===== src/rtl/rnn_pkg.sv =====
// Shared definitions for the RNN memory arbiter slice.
//   - default address/data widths
//   - memory select codes driven on msel
//   - arbiter ownership state enumeration
//   - lock counter width and a small sel-decode helper
package rnn_pkg;

  localparam int unsigned AW_DEF     = 17;
  localparam int unsigned DW_DEF     = 20;
  localparam int unsigned LOCK_CNT_W = 7;

  localparam logic [2:0] MSEL_IDLE  = 3'b100;
  localparam logic [2:0] MSEL_WRITE = 3'b101;

  typedef enum logic [1:0] {
    ST_IDLE = 2'd0,
    ST_OWN0 = 2'd1,
    ST_OWN1 = 2'd2
  } arb_state_e;

  // Every command except a write returns data three cycles after its grant.
  function automatic logic is_read(input logic [2:0] sel);
    return sel != MSEL_WRITE;
  endfunction

endpackage


===== src/rtl/rnn_rr_arb2.sv =====
// Two-way round-robin arbiter with burst lock.
// Ports:
//   clk_i    rising-edge clock
//   reset_i  synchronous active-high reset; forces gnt_o to 0 while high
//   req_i    request per requester
//   lock_i   hold-grant per requester (ignored without the matching req)
//   gnt_o    one-hot (or zero) grant, combinational from state and requests
module rnn_rr_arb2
  import rnn_pkg::*;
#(
  parameter int unsigned LOCK_MAX = 64
) (
  input  logic       clk_i,
  input  logic       reset_i,
  input  logic [1:0] req_i,
  input  logic [1:0] lock_i,
  output logic [1:0] gnt_o
);

  arb_state_e            state_q, state_d;
  logic                  last_q, last_d;   // id granted most recently
  logic [LOCK_CNT_W-1:0] cnt_q, cnt_d;     // consecutive locked grants while the other waits

  logic [1:0] hold;
  logic       owner_vld;
  logic       owner;
  logic       at_max;
  logic       win;
  logic       gid;

  assign hold      = req_i & lock_i;
  assign owner_vld = (state_q != ST_IDLE);
  assign owner     = (state_q == ST_OWN1);
  assign at_max    = (cnt_q >= LOCK_CNT_W'(LOCK_MAX));

  always_comb begin
    gnt_o = '0;
    win   = 1'b0;
    if (!reset_i) begin
      unique case (req_i)
        2'b01: gnt_o = 2'b01;
        2'b10: gnt_o = 2'b10;
        2'b11: begin
          // A locked owner keeps the grant until the waiting side has
          // been starved LOCK_MAX times; then it gets one forced grant.
          if (owner_vld && hold[owner]) begin
            win = at_max ? ~owner : owner;
          end else begin
            win = ~last_q;
          end
          gnt_o = win ? 2'b10 : 2'b01;
        end
        default: gnt_o = '0;
      endcase
    end
  end

  always_comb begin
    gid     = gnt_o[1];
    state_d = ST_IDLE;
    last_d  = last_q;
    cnt_d   = '0;
    if (|gnt_o) begin
      state_d = gid ? ST_OWN1 : ST_OWN0;
      last_d  = gid;
      // The first locked grant of a new owner already counts as one.
      if (hold[gid] && req_i[~gid]) begin
        cnt_d = (owner_vld && (owner == gid)) ? cnt_q + 1'b1 : LOCK_CNT_W'(1);
      end
    end
  end

  always_ff @(posedge clk_i) begin
    if (reset_i) begin
      state_q <= ST_IDLE;
      last_q  <= 1'b1;
      cnt_q   <= '0;
    end else begin
      state_q <= state_d;
      last_q  <= last_d;
      cnt_q   <= cnt_d;
    end
  end

endmodule


===== src/rtl/rnn_mem_arbiter.sv =====
// Two-requester memory arbiter for the RNN datapath.
// Ports:
//   clk, reset                       rising-edge clock, synchronous active-high reset
//   rN_req, rN_lock                  request / hold grant for a burst (N=0,1)
//   rN_sel, rN_addr, rN_wdata        per-requester command fields
//   rN_gnt                           combinational grant this cycle
//   rN_rvalid                        read data valid for requester N
//   rdata                            registered memory read data (shared)
//   mce, msel, maddr, mdata_w        registered memory command (one cycle after grant)
//   mdata_r                          memory read data, valid the cycle after a command
module rnn_mem_arbiter
  import rnn_pkg::*;
#(
  parameter int unsigned AW       = AW_DEF,
  parameter int unsigned DW       = DW_DEF,
  parameter int unsigned LOCK_MAX = 64
) (
  input  logic          clk,
  input  logic          reset,
  input  logic          r0_req,
  input  logic          r0_lock,
  input  logic [2:0]    r0_sel,
  input  logic [AW-1:0] r0_addr,
  input  logic [DW-1:0] r0_wdata,
  output logic          r0_gnt,
  output logic          r0_rvalid,
  input  logic          r1_req,
  input  logic          r1_lock,
  input  logic [2:0]    r1_sel,
  input  logic [AW-1:0] r1_addr,
  input  logic [DW-1:0] r1_wdata,
  output logic          r1_gnt,
  output logic          r1_rvalid,
  output logic [DW-1:0] rdata,
  output logic          mce,
  output logic [2:0]    msel,
  output logic [AW-1:0] maddr,
  output logic [DW-1:0] mdata_w,
  input  logic [DW-1:0] mdata_r
);

  logic [1:0] gnt;

  rnn_rr_arb2 #(
    .LOCK_MAX (LOCK_MAX)
  ) u_arb (
    .clk_i   (clk),
    .reset_i (reset),
    .req_i   ({r1_req, r0_req}),
    .lock_i  ({r1_lock, r0_lock}),
    .gnt_o   (gnt)
  );

  assign r0_gnt = gnt[0];
  assign r1_gnt = gnt[1];

  // Granted command fields
  logic          gid;
  logic [2:0]    sel_mux;
  logic [AW-1:0] addr_mux;
  logic [DW-1:0] wdata_mux;

  assign gid       = gnt[1];
  assign sel_mux   = gid ? r1_sel   : r0_sel;
  assign addr_mux  = gid ? r1_addr  : r0_addr;
  assign wdata_mux = gid ? r1_wdata : r0_wdata;

  // Command register
  logic          mce_q, mce_d;
  logic [2:0]    msel_q, msel_d;
  logic [AW-1:0] maddr_q, maddr_d;
  logic [DW-1:0] mdata_w_q, mdata_w_d;

  // Read-return pipeline: stage 1 aligns with the command on the bus,
  // stage 2 with mdata_r, and the rvalid register with rdata.
  logic          rd1_v_q, rd1_v_d;
  logic          rd1_id_q, rd1_id_d;
  logic          rd2_v_q;
  logic          rd2_id_q;
  logic [1:0]    rvalid_q, rvalid_d;
  logic [DW-1:0] rdata_q;

  always_comb begin
    mce_d     = 1'b0;
    msel_d    = MSEL_IDLE;
    maddr_d   = '0;
    mdata_w_d = mdata_w_q;
    rd1_v_d   = 1'b0;
    rd1_id_d  = 1'b0;
    if (|gnt) begin
      mce_d     = 1'b1;
      msel_d    = sel_mux;
      maddr_d   = addr_mux;
      mdata_w_d = wdata_mux;
      rd1_v_d   = is_read(sel_mux);
      rd1_id_d  = gid;
    end
  end

  always_comb begin
    rvalid_d = '0;
    if (rd2_v_q) begin
      rvalid_d[rd2_id_q] = 1'b1;
    end
  end

  always_ff @(posedge clk) begin
    if (reset) begin
      mce_q     <= 1'b0;
      msel_q    <= MSEL_IDLE;
      maddr_q   <= '0;
      mdata_w_q <= '0;
      rd1_v_q   <= 1'b0;
      rd1_id_q  <= 1'b0;
      rd2_v_q   <= 1'b0;
      rd2_id_q  <= 1'b0;
      rvalid_q  <= '0;
      rdata_q   <= '0;
    end else begin
      mce_q     <= mce_d;
      msel_q    <= msel_d;
      maddr_q   <= maddr_d;
      mdata_w_q <= mdata_w_d;
      rd1_v_q   <= rd1_v_d;
      rd1_id_q  <= rd1_id_d;
      rd2_v_q   <= rd1_v_q;
      rd2_id_q  <= rd1_id_q;
      rvalid_q  <= rvalid_d;
      rdata_q   <= mdata_r;
    end
  end

  assign mce       = mce_q;
  assign msel      = msel_q;
  assign maddr     = maddr_q;
  assign mdata_w   = mdata_w_q;
  assign rdata     = rdata_q;
  assign r0_rvalid = rvalid_q[0];
  assign r1_rvalid = rvalid_q[1];

endmodule

===== config.mk =====
export PLATFORM = sky130hd
export DESIGN_NAME = rnn_mem_arbiter
export DESIGN_NICKNAME = d
export VERILOG_FILES = /design/src/rtl/rnn_pkg.sv /design/src/rtl/rnn_rr_arb2.sv /design/src/rtl/rnn_mem_arbiter.sv
export SDC_FILE = /design/constraint.sdc
export NUM_CORES = 1
export LEC_CHECK = 0
export CORE_MARGIN = 3
export CORE_UTILIZATION = 35
export CTS_CLUSTER_DIAMETER = 120
export CTS_CLUSTER_SIZE = 30
export DETAILED_ROUTE_END_ITERATION = 12
export GPL_TIMING_DRIVEN = 0
export HOLD_SLACK_MARGIN = 0.06
export PLACE_DENSITY = 0.89
export SETUP_SLACK_MARGIN = 0.05
export SYNTH_ARGS = -nofsm -noshare
export SYNTH_HDL_FRONTEND = slang
export SYNTH_SLANG_ARGS = --single-unit

===== constraint.sdc =====
create_clock -name clk -period 2.56 [get_ports clk]
set_input_delay 0.384 -clock clk [delete_from_list [all_inputs] [get_ports clk]]
set_output_delay 0.384 -clock clk [all_outputs]
set_load 0.02 [all_outputs]

==> results.sh <==
export IMPL_synthTopCellsByCount="76 x dfxtp_1, 25 x nor2b_1, 24 x inv_1"
export IMPL_critPathArrivalTime_ps=2070
export IMPL_path_class="input port to output port"
export IMPL_syn_instance_count=230
export IMPL_ctsRootBufferMaster="clkbuf_8"
export IMPL_required_ps=2180
export IMPL_status="finished, final reports clean"
export IMPL_end_kind="output port"
export IMPL_post_dp_hpwl_mm=6.55
export IMPL_async_flop_share_pct=0
export IMPL_layout_cells_non_filler=517
export IMPL_placement_rows=30
export IMPL_die_area_sq_um=8400
export IMPL_hold_class="input port to register"
export IMPL_finalWorstSetupSlack_ps=109
export IMPL_synth_top_family_by_area="compound AO/OA/AOI/OAI gates"
export IMPL_grt_antenna_before_repair=0
export IMPL_setup_viol=0
export IMPL_pwr_share_clk_pct=34.3
export IMPL_synth_top_cell_area_share_pct=59.2
export IMPL_cts_buffer_depth=2
export IMPL_yosysMostFrequentCell="dfxtp_1"
export IMPL_grt_pass1_vias=2598
export IMPL_grt_usage_pct=20.0
export IMPL_setup_tns_final_ps=0
export IMPL_max_freq_ghz=0.408
export IMPL_cts_sinks=76
export IMPL_hold_viol_final=0
export IMPL_ir_drop_mv=0.385
export IMPL_routedWlPerCell_um=16.7
export IMPL_synth_simple_area_share_pct=11.7
export IMPL_die_width_um=91.7
export IMPL_whs_endpoint="rd1_id_q"
export IMPL_maxSlewViolCount=0
export IMPL_fin_total_pwr_mw=2.88
export IMPL_period_share_pct=95.7
export IMPL_drc=0
export IMPL_die_h_um=91.7
export IMPL_crit_chain="clkdlybuf4s50_1, and4b_2, buf_4, o41ai_2, a31oi_4, buf_6, clkdlybuf4s15_2"
export IMPL_clk_pin_slew_worst_paths_ps=80
export IMPL_nFillCells=507
export IMPL_ys_flop_type="dfxtp_1"
export IMPL_htreeDepth=3
export IMPL_combPwrFrac_pct=20.6
export IMPL_synth_compound_area_share_pct=19.3
export IMPL_regToRegSetupSlack_ps=290
export IMPL_ys_ff_latch=76
export IMPL_rsz0062_at_grt="no"
export IMPL_dp_slack_ps=-804
export IMPL_grt_overflow=0
export IMPL_regArea_sq_um=1520
export IMPL_synth_warnings=0
export IMPL_path_max_fanout=3
export IMPL_p_int_mw=2.16
export IMPL_postSynthAreaPerCell_sq_um=11.2
export IMPL_final_util_pct=67.4
export IMPL_max_cap_viol_count=0
export IMPL_synth_xor_xnor_area_share_pct=2.39
export IMPL_yosysSeqAreaShare_pct=59.2
export IMPL_synth_largest_area_cell="dfxtp_1"
export IMPL_power_density_nw_per_um2=616
export IMPL_cts_tree="yes"
export IMPL_switching_share_pct=25.2
export IMPL_timing_rr_end="mdata_w[11]"
export IMPL_critPathMaxStageDelay_ps=440
export IMPL_place_area_sq_um=4370
export IMPL_insertion_delay_ps=330
export IMPL_p_sw_mw=0.725
export IMPL_initial_utilization_pct=37.0
export IMPL_numPortBuffers=168
export IMPL_hold_depth=2
export IMPL_static_leakage_power_nw=1.93
export IMPL_grt_pass1_wl_mm=13.2
export IMPL_routed_wl_mm=8.62
export IMPL_synth_nets=337
export IMPL_cp_start_kind="input port"
export IMPL_via_count=2495
export IMPL_min_period_ps=2450
export IMPL_initialDrtViolationCount=143
export IMPL_ant_nets=0
export IMPL_numPlacedInstances=494
export IMPL_r2r_start="u_arb.state_q[0]"
export IMPL_multi_input_area_sq_um=916
export IMPL_skew_ps=7.44
export IMPL_numCtsBuffers=9
export IMPL_hp_start="r0_req"
export IMPL_synthTopCellsByArea="dfxtp_1 59%, a222oi_1 7.8%, a22o_1 6.5%"
export IMPL_viasPerCell=4.83
export IMPL_io_pins=171
export IMPL_ff2ff_path_depth=8
export IMPL_tightest_slew_ps=462
export IMPL_grt_max_degree=14
export IMPL_core_sq_um=6940
export IMPL_routabilityCongestion=0.795
export IMPL_areaGrowthSynthToFinish_pct=82.1
export IMPL_synth_fa_ha_area_share_pct=0.487
export IMPL_seqPwrFrac_pct=45.1
export IMPL_fin_area_sq_um=4680
export IMPL_synth_area_sq_um=2570
export IMPL_synth_cell_types=31
export IMPL_drive_above_1_share_pct=9.03
export IMPL_nets=523
export IMPL_crit_path_top_delay_cell="clkdlybuf4s50_1"
export IMPL_relSlewSlack_pct=68.3
export IMPL_finalHoldWorstSlack_ps=377
export IMPL_diodes=0
export IMPL_synth_edf_count=0
export IMPL_drt_first_pass_iters=6
export IMPL_synthMuxAreaShare_pct=0.779
## cell type report
class,instances,area share [%]
tap,96,2.57
timing repair buffer,175,37.1
buffer,15,1.68
inverter,24,1.93
sequential,76,32.5
multi-input combinational,115,19.6
clock inverter,6,1.90
clock buffer,10,2.73
## registers in the layout (all words and copies together) (netlist names)
register       cells
rdata             20
u_arb.state_q      1
mce                1
rd2_v_q            1
maddr             17
msel               3
mdata_w           20
rd2_id_q           1
u_arb.cnt_q        7
u_arb.last_q       1
rd1_id_q           1
rd1_v_q            1
rvalid_q           2
## power by group through the flow
stage	Combinational (mW)	Sequential (mW)	Clock, mW
floorplan	0.130	1.42	0
global placement	0.566	1.32	0
detailed placement	0.579	1.33	0
CTS	0.594	1.30	1.01
global route	0.630	1.31	1.07
finish	0.593	1.30	0.989
## cells by family (layout without fill, tap and decap cells)
logic type	Yosys count	count (layout)
xor+xnor	7	7
simple gates	50	50
compound gates	55	55
fa+ha+maj	1	1
buf+inv	39	230
mux	2	2
flops	76	76
## worst max-delay path: cells and delay by family
kind,cells,cell delay [ps]
AO/OA/AOI/OAI,2,460
buffers and inverters,4,970
AND/OR/NAND/NOR,1,250
## worst max path at each step
| stage | from | to | slack [ps] |
|---|---|---|---|
| after global routing | r1_lock | r0_gnt | 50 |
| after floorplan | r0_req | r1_gnt | 570 |
| after CTS | r1_lock | r1_gnt | 70 |
| after detailed placement | r1_req | r0_gnt | -800 |
| final | r1_lock | r0_gnt | 110 |
| after global placement | r1_req | r0_gnt | -780 |
## cell usage in the layout, fill, tap and decap left out, drive strengths merged, types with 3 or more instances in the layout
cell type	synthesis	final
nor3b	4	4
and3	4	4
a31oi	6	6
nor2b	25	25
buf	8	15
xnor2	4	4
clkdlybuf4s50	0	165
nand2	5	5
nor2	5	5
clkbuf	7	17
a222oi	20	20
dfxtp	76	76
xor2	3	3
a21oi	4	4
inv	24	24
a22o	19	19
## timing repair
action,in CTS,in global routing
hold endpoints to repair,0,0
hold buffers,0,0
setup buffers,3,4
pin swaps,2,2
endpoints found under the setup margin,2,2
gates resized for setup,14,1
## routing by layer
layer,global-route usage (%),share of wire [%]
met1,20.2,36
met4,6.53,0.74
met3,7.96,10
met5,0,0
met2,37.3,53
No activity file was read; power rests on OpenSTA's default activity.
